==> config.mk <==
export PLATFORM = sky130hd
export DESIGN_NAME = reg_pipe_elastic
export DESIGN_NICKNAME = d
export VERILOG_FILES = /design/src/rtl/reg_pipe_pkg.sv /design/src/rtl/reg_pipe_skid_stage.sv /design/src/rtl/reg_pipe_elastic.sv
export SDC_FILE = /design/constraint.sdc
export NUM_CORES = 1
export LEC_CHECK = 0
export ABC_AREA = 1
export ABC_CLOCK_PERIOD_IN_PS = 2100
export CORE_AREA = 2 2 39 41
export DETAILED_ROUTE_END_ITERATION = 8
export DIE_AREA = 0 0 41 43
export HOLD_SLACK_MARGIN = 0.1
export PLACE_DENSITY = 0.56
export RECOVER_POWER = 100
export SKIP_CTS_REPAIR_TIMING = 1
export SLEW_MARGIN = 5
export SYNTH_ARGS = -nofsm -noshare
export SYNTH_HDL_FRONTEND = slang
export SYNTH_SLANG_ARGS = --single-unit
==> constraint.sdc <==
create_clock -name clk -period 2.1 [get_ports clk]
set_clock_uncertainty 0.1 [all_clocks]
set_input_delay 0.21 -clock clk [delete_from_list [all_inputs] [get_ports clk]]
set_output_delay 0.21 -clock clk [all_outputs]
set_load 0.02 [all_outputs]
==> src/rtl/reg_pipe_pkg.sv <==
// ---------------------------------------------------------------------------
// reg_pipe_pkg
//   Shared types and helpers for the elastic pipeline register.
//   - stage_st_t : per-stage occupancy state (empty / main full / main+skid full)
//   - occ_w()    : width of an occupancy counter able to hold 0..2*depth
// ---------------------------------------------------------------------------
package reg_pipe_pkg;

  typedef enum logic [1:0] {
    ST_EMPTY = 2'd0,
    ST_BUSY  = 2'd1,
    ST_FULL  = 2'd2
  } stage_st_t;

  // Each stage holds at most two beats, so the whole chain holds 2*depth.
  function automatic int occ_w(input int depth);
    return $clog2(2 * depth + 1);
  endfunction

endpackage

==> src/rtl/reg_pipe_skid_stage.sv <==
// ---------------------------------------------------------------------------
// reg_pipe_skid_stage
//   One elastic stage with a 2-entry skid buffer (main + skid register).
//   in_ready is a function of registered state only, so there is no
//   combinational path from out_ready to in_ready; the skid entry catches
//   the beat that arrives in the cycle the downstream side stalls.
//
// Ports
//   clk        clock, rising edge
//   rst        asynchronous active-high reset
//   clear      synchronous flush (empties stage, zeroes data)
//   hold       synchronous stall (no handshakes, no state change)
//   in_valid   upstream beat present
//   in_data    upstream payload [N-1:0]
//   in_ready   stage can accept (not FULL, not held, not in reset)
//   out_valid  stage presents a beat (not EMPTY, not held)
//   out_data   payload of the main register [N-1:0]
//   out_ready  downstream accepts
// ---------------------------------------------------------------------------
module reg_pipe_skid_stage
  import reg_pipe_pkg::*;
#(
  parameter int N = 1
) (
  input  logic         clk,
  input  logic         rst,
  input  logic         clear,
  input  logic         hold,
  input  logic         in_valid,
  input  logic [N-1:0] in_data,
  output logic         in_ready,
  output logic         out_valid,
  output logic [N-1:0] out_data,
  input  logic         out_ready
);

  stage_st_t    state_reg, state_next;
  logic [N-1:0] main_reg, main_next;
  logic [N-1:0] skid_reg, skid_next;
  logic         in_fire;
  logic         out_fire;

  // Gating with hold on both sides keeps neighbouring stages consistent:
  // no handshake can complete anywhere while the pipe is stalled.
  assign in_ready  = !rst && !hold && (state_reg != ST_FULL);
  assign out_valid = !hold && (state_reg != ST_EMPTY);
  assign out_data  = main_reg;

  assign in_fire  = in_valid && in_ready;
  assign out_fire = out_valid && out_ready;

  always_ff @(posedge clk or posedge rst) begin
    if (rst) begin
      state_reg <= ST_EMPTY;
      main_reg  <= '0;
      skid_reg  <= '0;
    end else begin
      state_reg <= state_next;
      main_reg  <= main_next;
      skid_reg  <= skid_next;
    end
  end

  always_comb begin
    state_next = state_reg;
    main_next  = main_reg;
    skid_next  = skid_reg;
    if (clear) begin
      // Flush wins over any handshake seen this cycle.
      state_next = ST_EMPTY;
      main_next  = '0;
      skid_next  = '0;
    end else begin
      case (state_reg)
        ST_EMPTY: begin
          if (in_fire) begin
            state_next = ST_BUSY;
            main_next  = in_data;
          end
        end
        ST_BUSY: begin
          if (in_fire && !out_fire) begin
            state_next = ST_FULL;
            skid_next  = in_data;
          end else if (!in_fire && out_fire) begin
            state_next = ST_EMPTY;
          end else if (in_fire && out_fire) begin
            main_next = in_data;
          end
        end
        ST_FULL: begin
          // in_ready is low here, so only the output side can move.
          if (out_fire) begin
            state_next = ST_BUSY;
            main_next  = skid_reg;
          end
        end
        default: begin
          state_next = ST_EMPTY;
        end
      endcase
    end
  end

endmodule

==> src/rtl/reg_pipe_elastic.sv <==
// ---------------------------------------------------------------------------
// reg_pipe_elastic
//   DEPTH chained elastic stages of N-bit data with valid/ready handshake,
//   global hold (stall) and clear (flush). Zero-backpressure latency is
//   DEPTH cycles; sustained throughput is one beat per cycle; up to 2*DEPTH
//   beats are absorbed while out_ready is low.
//
// Configuration
//   REG_PIPE_OCC_EN  when defined, adds the occ output: a registered count
//                    of occupied entries (0..2*DEPTH).
//
// Ports
//   clk        clock, rising edge
//   rst        asynchronous active-high reset
//   clear      synchronous flush of every stage
//   hold       synchronous stall of every stage
//   in_valid   upstream beat present
//   in_data    upstream payload [N-1:0]
//   in_ready   stage 0 can accept
//   out_valid  last stage presents a beat
//   out_data   last-stage payload [N-1:0]
//   out_ready  downstream accepts
//   occ        occupied entries (REG_PIPE_OCC_EN only)
// ---------------------------------------------------------------------------
module reg_pipe_elastic
  import reg_pipe_pkg::*;
#(
  parameter int N     = 1,
  parameter int DEPTH = 1
) (
  input  logic                       clk,
  input  logic                       rst,
  input  logic                       clear,
  input  logic                       hold,
  input  logic                       in_valid,
  input  logic [N-1:0]               in_data,
  output logic                       in_ready,
  output logic                       out_valid,
  output logic [N-1:0]               out_data,
  input  logic                       out_ready
`ifdef REG_PIPE_OCC_EN
  ,
  output logic [occ_w(DEPTH)-1:0]    occ
`endif
);

  // Index k is the boundary in front of stage k; index DEPTH is the output.
  logic         valid_chain [DEPTH+1];
  logic         ready_chain [DEPTH+1];
  logic [N-1:0] data_chain  [DEPTH+1];

  assign valid_chain[0]     = in_valid;
  assign data_chain[0]      = in_data;
  assign in_ready           = ready_chain[0];
  assign ready_chain[DEPTH] = out_ready;
  assign out_valid          = valid_chain[DEPTH];
  assign out_data           = data_chain[DEPTH];

  generate
    for (genvar gi = 0; gi < DEPTH; gi++) begin : g_stage
      reg_pipe_skid_stage #(
        .N(N)
      ) u_stage (
        .clk      (clk),
        .rst      (rst),
        .clear    (clear),
        .hold     (hold),
        .in_valid (valid_chain[gi]),
        .in_data  (data_chain[gi]),
        .in_ready (ready_chain[gi]),
        .out_valid(valid_chain[gi+1]),
        .out_data (data_chain[gi+1]),
        .out_ready(ready_chain[gi+1])
      );
    end
  endgenerate

`ifdef REG_PIPE_OCC_EN
  localparam int OCC_W = occ_w(DEPTH);

  logic             pipe_in_fire;
  logic             pipe_out_fire;
  logic [OCC_W-1:0] occ_reg, occ_next;

  assign pipe_in_fire  = in_valid && in_ready;
  assign pipe_out_fire = out_valid && out_ready;
  assign occ           = occ_reg;

  always_comb begin
    occ_next = occ_reg;
    if (clear) begin
      occ_next = '0;
    end else if (pipe_in_fire && !pipe_out_fire) begin
      occ_next = occ_reg + OCC_W'(1);
    end else if (!pipe_in_fire && pipe_out_fire) begin
      occ_next = occ_reg - OCC_W'(1);
    end
  end

  always_ff @(posedge clk or posedge rst) begin
    if (rst) begin
      occ_reg <= '0;
    end else begin
      occ_reg <= occ_next;
    end
  end
`endif

endmodule

---- Yosys cells after proc, flatten, opt, wreduce, memory -nomap -nowiden ----
Index checks and enable logic that the tools add are counted.
W data, S select, Z words.
word-level totals
  register bits after elaboration ......... 4
  input bits .............................. 7
  output and inout port bits .............. 3
  word-level logic and storage cells ...... 48
cells by class
  equal/unequal tests ..................... 9
  mux-type cells .......................... 16
  reductions and logical operators ........ 20
operators by type and width
  operator              count
  $mux W2               5
  $mux W1               9
  $ne A3 B2 Y1 const B  3
  $logic_and A1 B1 Y1   8
  $ne A3 B3 Y1 const B  2
  $pmux W2 S3           1
  $reduce_and A6 Y1     1
  $reduce_bool A2 Y1    3
  $logic_not A1 Y1      4
  $ne A4 B2 Y1 const B  1
  $reduce_bool A4 Y1    1
  $pmux W1 S3           1
  $reduce_and A3 Y1     1
  $eq A2 B1 Y1 const B  1
  $eq A2 B2 Y1 const B  1
  $logic_not A2 Y1      1
  $ne A2 B2 Y1 const B  1
  $reduce_and A2 Y1     1

---- Longest topological paths before layout ----
Gate-level depths: netlist (run 1).
  word-level depth ........................ 10
  mapped depth ............................ 13
  mapped depth without buffers ............ 13

---- Worst setup path after synthesis (run 1) ----
OpenSTA, ideal clock, no wires.
  path type ............................... reg-to-reg
  start ................................... register g_stage[0].u_stage.state_reg[0]
  end ..................................... register g_stage[0].u_stage.main_reg
  library setup time ...................... 121 ps
  data arrival time ....................... 1634 ps
  data required time ...................... 1879 ps
  setup slack ............................. 245 ps
  stages on the path, launching flop included .. 12
  path buffers ............................ 0
  clock period less this slack ............ 1855 ps
  cells stage by stage .................... dfrtp_1 > inv_1 > ha_1 > nor2_2 > nand2_2 > ha_1 > nor2_1 > nand2_1 > nand2_1 > nand2_1 > o21bai_1 > nand2_1
on the way
  word-level cells in the longest chain between the ends .. 7
  elaborated cells on any way between the ends .. 23
  classes of those cells .................. eq/ne: 8; mux: 2; reduce/logical: 13
ends and longest elaborated chain
  element                                 line                       RTL
  from (decl)                             reg_pipe_skid_stage.sv:37  stage_st_t state_reg, state_next;
  from (signal assigned)                  reg_pipe_skid_stage.sv:58  state_reg <= state_next;
  $reduce_bool A2 Y1 (*)                  reg_pipe_skid_stage.sv:46  assign out_valid = !hold && (state_reg != ST_EMPTY);
  $logic_and A1 B1 Y1 (*)                 reg_pipe_skid_stage.sv:46
  via out_valid                           reg_pipe_elastic.sv:38     output logic out_valid,
  $logic_and A1 B1 Y1 (*)                 reg_pipe_skid_stage.sv:50  assign out_fire = out_valid && out_ready;
  $logic_not A1 Y1                        reg_pipe_skid_stage.sv:82  if (in_fire && !out_fire) begin
  $logic_and A1 B1 Y1                     reg_pipe_skid_stage.sv:82
  $ne A3 B3 Y1 (no source line)           --
  $reduce_and A6 Y1 (no source line) (*)  --
  to (signal assigned)                    reg_pipe_skid_stage.sv:59  main_reg <= main_next;
  to (decl)                               reg_pipe_skid_stage.sv:38  logic [N-1:0] main_reg, main_next;
Mark *: on every way through the listed nets, which the timed path passes. The rest lies on a longest branch.
A chain may end at the register's enable or synchronous reset.

---- Worst setup path in the final report (run 1) ----
  start ................................... register g_stage[0].u_stage.state_reg[0]
  end ..................................... output port out_valid
on the way
  word-level cells in the longest chain between the ends .. 2
ends and longest elaborated chain
  element              line
  $reduce_bool A2 Y1   reg_pipe_skid_stage.sv:46
  $logic_and A1 B1 Y1  reg_pipe_skid_stage.sv:46
  to (decl)            reg_pipe_elastic.sv:38
Every way passes these cells.

==> results.md, run 1 <==
- Status: complete, no violations
- Critical Path, Cell by Cell: inv_1, ha_1, nor2_2, clkdlybuf4s50_1
- Std-Cell Core Area: approximately 0.0014 sq mm
- Number of diodes: 0
- Worst-path cell with the longest stage delay: clkdlybuf4s50_1
- Clk Latency, worst-skew pair: around 230 ps
- Global-route wire length before repair: approximately 1400 um
- Leakage power: 0.287 nW
- Worst-margin pin slew: about 250 ps
- Post-Place Cells: 84
- Post-route clock period utilization: slightly above 90%
- Shortest clock period the worst path allows after layout: 1960 ps
- GRT overflow: 0
- Port Buffers: 9
- Number of enable-type register cells in the synthesized netlist: 0
- Clock buffer count from CTS: 3
- Maximum number of pins on one net before global-route repair: 6
- Crit path max-delay family: buffers and inverters
- Maximum ir drop on the vdd rail: around 0.33 mV
- Total power of the final layout: about 420 uW
- Number of standard-cell rows in the floorplan: 14
- Number of routed nets with antenna violations: 0
- Starting DRC count in detailed routing: 2
- Arrival time of the worst setup path: roughly 1700 ps
- Cells taking the most area after synthesis: dfrtp_1 25%, ha_1 22%, nand2_1 11%
- Class of the tightest hold or removal check: in -> async
- Clock Tree Root: clkbuf_4
- Starting Density: between 20% and 30%
- Unrepaired setup endpoints after global routing: no
- Final Max Slew Viols: 0
- Number of global-route vias before repair: 388
- Count of state elements after synthesis: 4
- H-tree depth: 1
- Share of the synthesized area in the top cell type: 24.7%
- Final Wtd Congestion: ~0.74
- Final number of setup-violating endpoints: 0
- Via count: about 360
- GRT Overall Usage: 11.7%
- Clock tree from TritonCTS: built
- Sequential share of the synthesized area: 24.7%
- Critical Path End Type: primary output
- Mapped Cells: 58
- Mean post-synth cell area: approximately 7.0 sq um
- Number of warnings printed during yosys synthesis: 0
- Prevailing post-synth register cell: dfrtp_1
- Top-level port count: 10
- Cell taking the most area after synthesis: dfrtp_1
- Clock buffer depth: 2
- Number of antenna violations at the first check in global routing: 0
- Setup Crit Path Kind: reg -> out
- Max-capacitance violation count: 0
- Most frequent cell after synthesis: nand2_1
- Final-report hold violation count: 0
- Required time reported for the critical path endpoint: 1790 ps
- Area grow syn2layout: 32.1%
- Post-layout instance count excluding filler cells: 87
- Kind of start point of the critical path: flip-flop
- Flip-flop count of the largest register after layout: 2
- Upper clock frequency limit: slightly above 500 MHz
- Residual DRC: 0
- Delay of the slowest critical-path stage: slightly above 600 ps
- Post-route setup TNS: 0 ps
- Number of clock sinks: 4
- Distinct cell type count of the synthesized netlist: 14
- Via count normalized by instance count: 4.17
- Proportion of register bits with asynchronous set or reset after synthesis: 100%
- Share of layout cells above drive strength 1: a little under a fifth
- Synth top cells by count: 12 x nand2_1, 9 x inv_1, 9 x nor2_1, 7 x ha_1
- HPWL after detailed placement: 669 um
- Buf+Inv Stages, Crit Path: 2
- Net Count, Synth: slightly above 70
- Reg clk slew, reported paths: about 40 ps
- Detailed Routing Iterations Pass 1: 2
- Max_slew headroom: 83.5%
- Final-layout fill cell count: between 150 and 200
- Netlist area before placement: approximately 400 sq um
- Pwr Density: just under 800 mW/mm^2
- Die Y: 43 um
- Area of the die: ~0.0018 sq mm
- Chip width: just over 40 um
- WL/cell: 8.37 um
- Number of nets in the layout: 87
- Largest driver fanout on the critical path: 4
- Routed wire length: ~730 um
## path summary, 6_finish.rpt
path	from	to	slack, ps	cells after the start
setup / recovery	g_stage[0].u_stage.state_reg[0]$_DFFE_PP0P_	out_valid	140	4
hold / removal	rst	g_stage[0].u_stage.skid_reg$_DFFE_PP0P_	370	3
setup reg to reg	g_stage[0].u_stage.state_reg[0]$_DFFE_PP0P_	g_stage[0].u_stage.out_data$_DFFE_PP0P_	220	12
hold reg to reg	g_stage[0].u_stage.skid_reg$_DFFE_PP0P_	g_stage[0].u_stage.skid_reg$_DFFE_PP0P_	420	2
max in group asynchronous	rst	g_stage[0].u_stage.state_reg[1]$_DFFE_PP0P_	1330	3
min in group clk	g_stage[0].u_stage.skid_reg$_DFFE_PP0P_	g_stage[0].u_stage.skid_reg$_DFFE_PP0P_	420	2
## placed cells by master, fill, tap and decap left out, types with 2 or more instances in the layout
master,n
clkbuf_1,2
clkbuf_4,3
clkdlybuf4s50_1,6
dfrtp_1,4
dlygate4sd3_1,2
ha_1,7
inv_1,9
nand2_1,12
nand2_2,4
nand3_2,2
nor2_1,9
nor2_2,3
o21ai_0,3
## through the flow
stage	hold slack, ps	setup slack, ps	cell area [sq um]	utilization, %
5_1_grt	405	6.35	536	38.7
2_1_floorplan	-108	245	405	-
6_report	373	137	536	38.7
3_3_place_gp	435	253	523	37.8
3_5_place_dp	422	200	523	37.8
4_1_cts	204	35.6	546	39.4
## report_power, final
part	internal, mW	leakage (nW)	switching (mW)	total, mW
combinational	0.0914	0.220	0.127	0.218
sequential	0.0976	0.0534	0.0155	0.113
clock	0.0636	0.0138	0.0271	0.0907
## cells by family (layout without fill, tap and decap cells)
logic type	Yosys count	in the layout	share of synthesized area, %
AOI/OAI and AO/OA	6	6	8.02
adders and majority gates	7	7	21.6
and+or+nand+nor	31	31	36.4
buffers and inverters	10	23	9.26
DFF	4	4	24.7
## area by class of cell
| type | count | area [sq um] | area share, % |
|---|---|---|---|
| multi-input cells | 44 | 268 | 50.0 |
| flip-flops and latches | 4 | 100 | 18.7 |
| repair buffers | 10 | 87.6 | 16.4 |
| inverters | 10 | 37.5 | 7.01 |
| clock buffers | 3 | 22.5 | 4.21 |
| well taps | 16 | 20.0 | 3.74 |
## worst reg2reg max path, delay by kind of cell (launching register included)
family	cells	cell delay [ps]
buf+inv	2	180
fa+ha+maj	2	460
flops	1	400
compound gates	1	130
simple gates	7	490
## routing by layer
layer  share of wire [%]  vias to the layer above  wire, um  track usage, %
met5                   0                        -         0               0
met4                   0                        0         0            8.00
met3                 3.7                        0        27            3.14
met2                  50                        5       363            18.1
met1                  46                      157       337            13.1
li1                    -                      201         -               -
Note: power is estimated with default switching activity, not from simulation.
==> run 2: changes to the inputs <==
Settings changed: CAP_MARGIN set to 0.
==> results of run 2 <==
The final DEF is identical to that of run 1; final timing and power are the same.
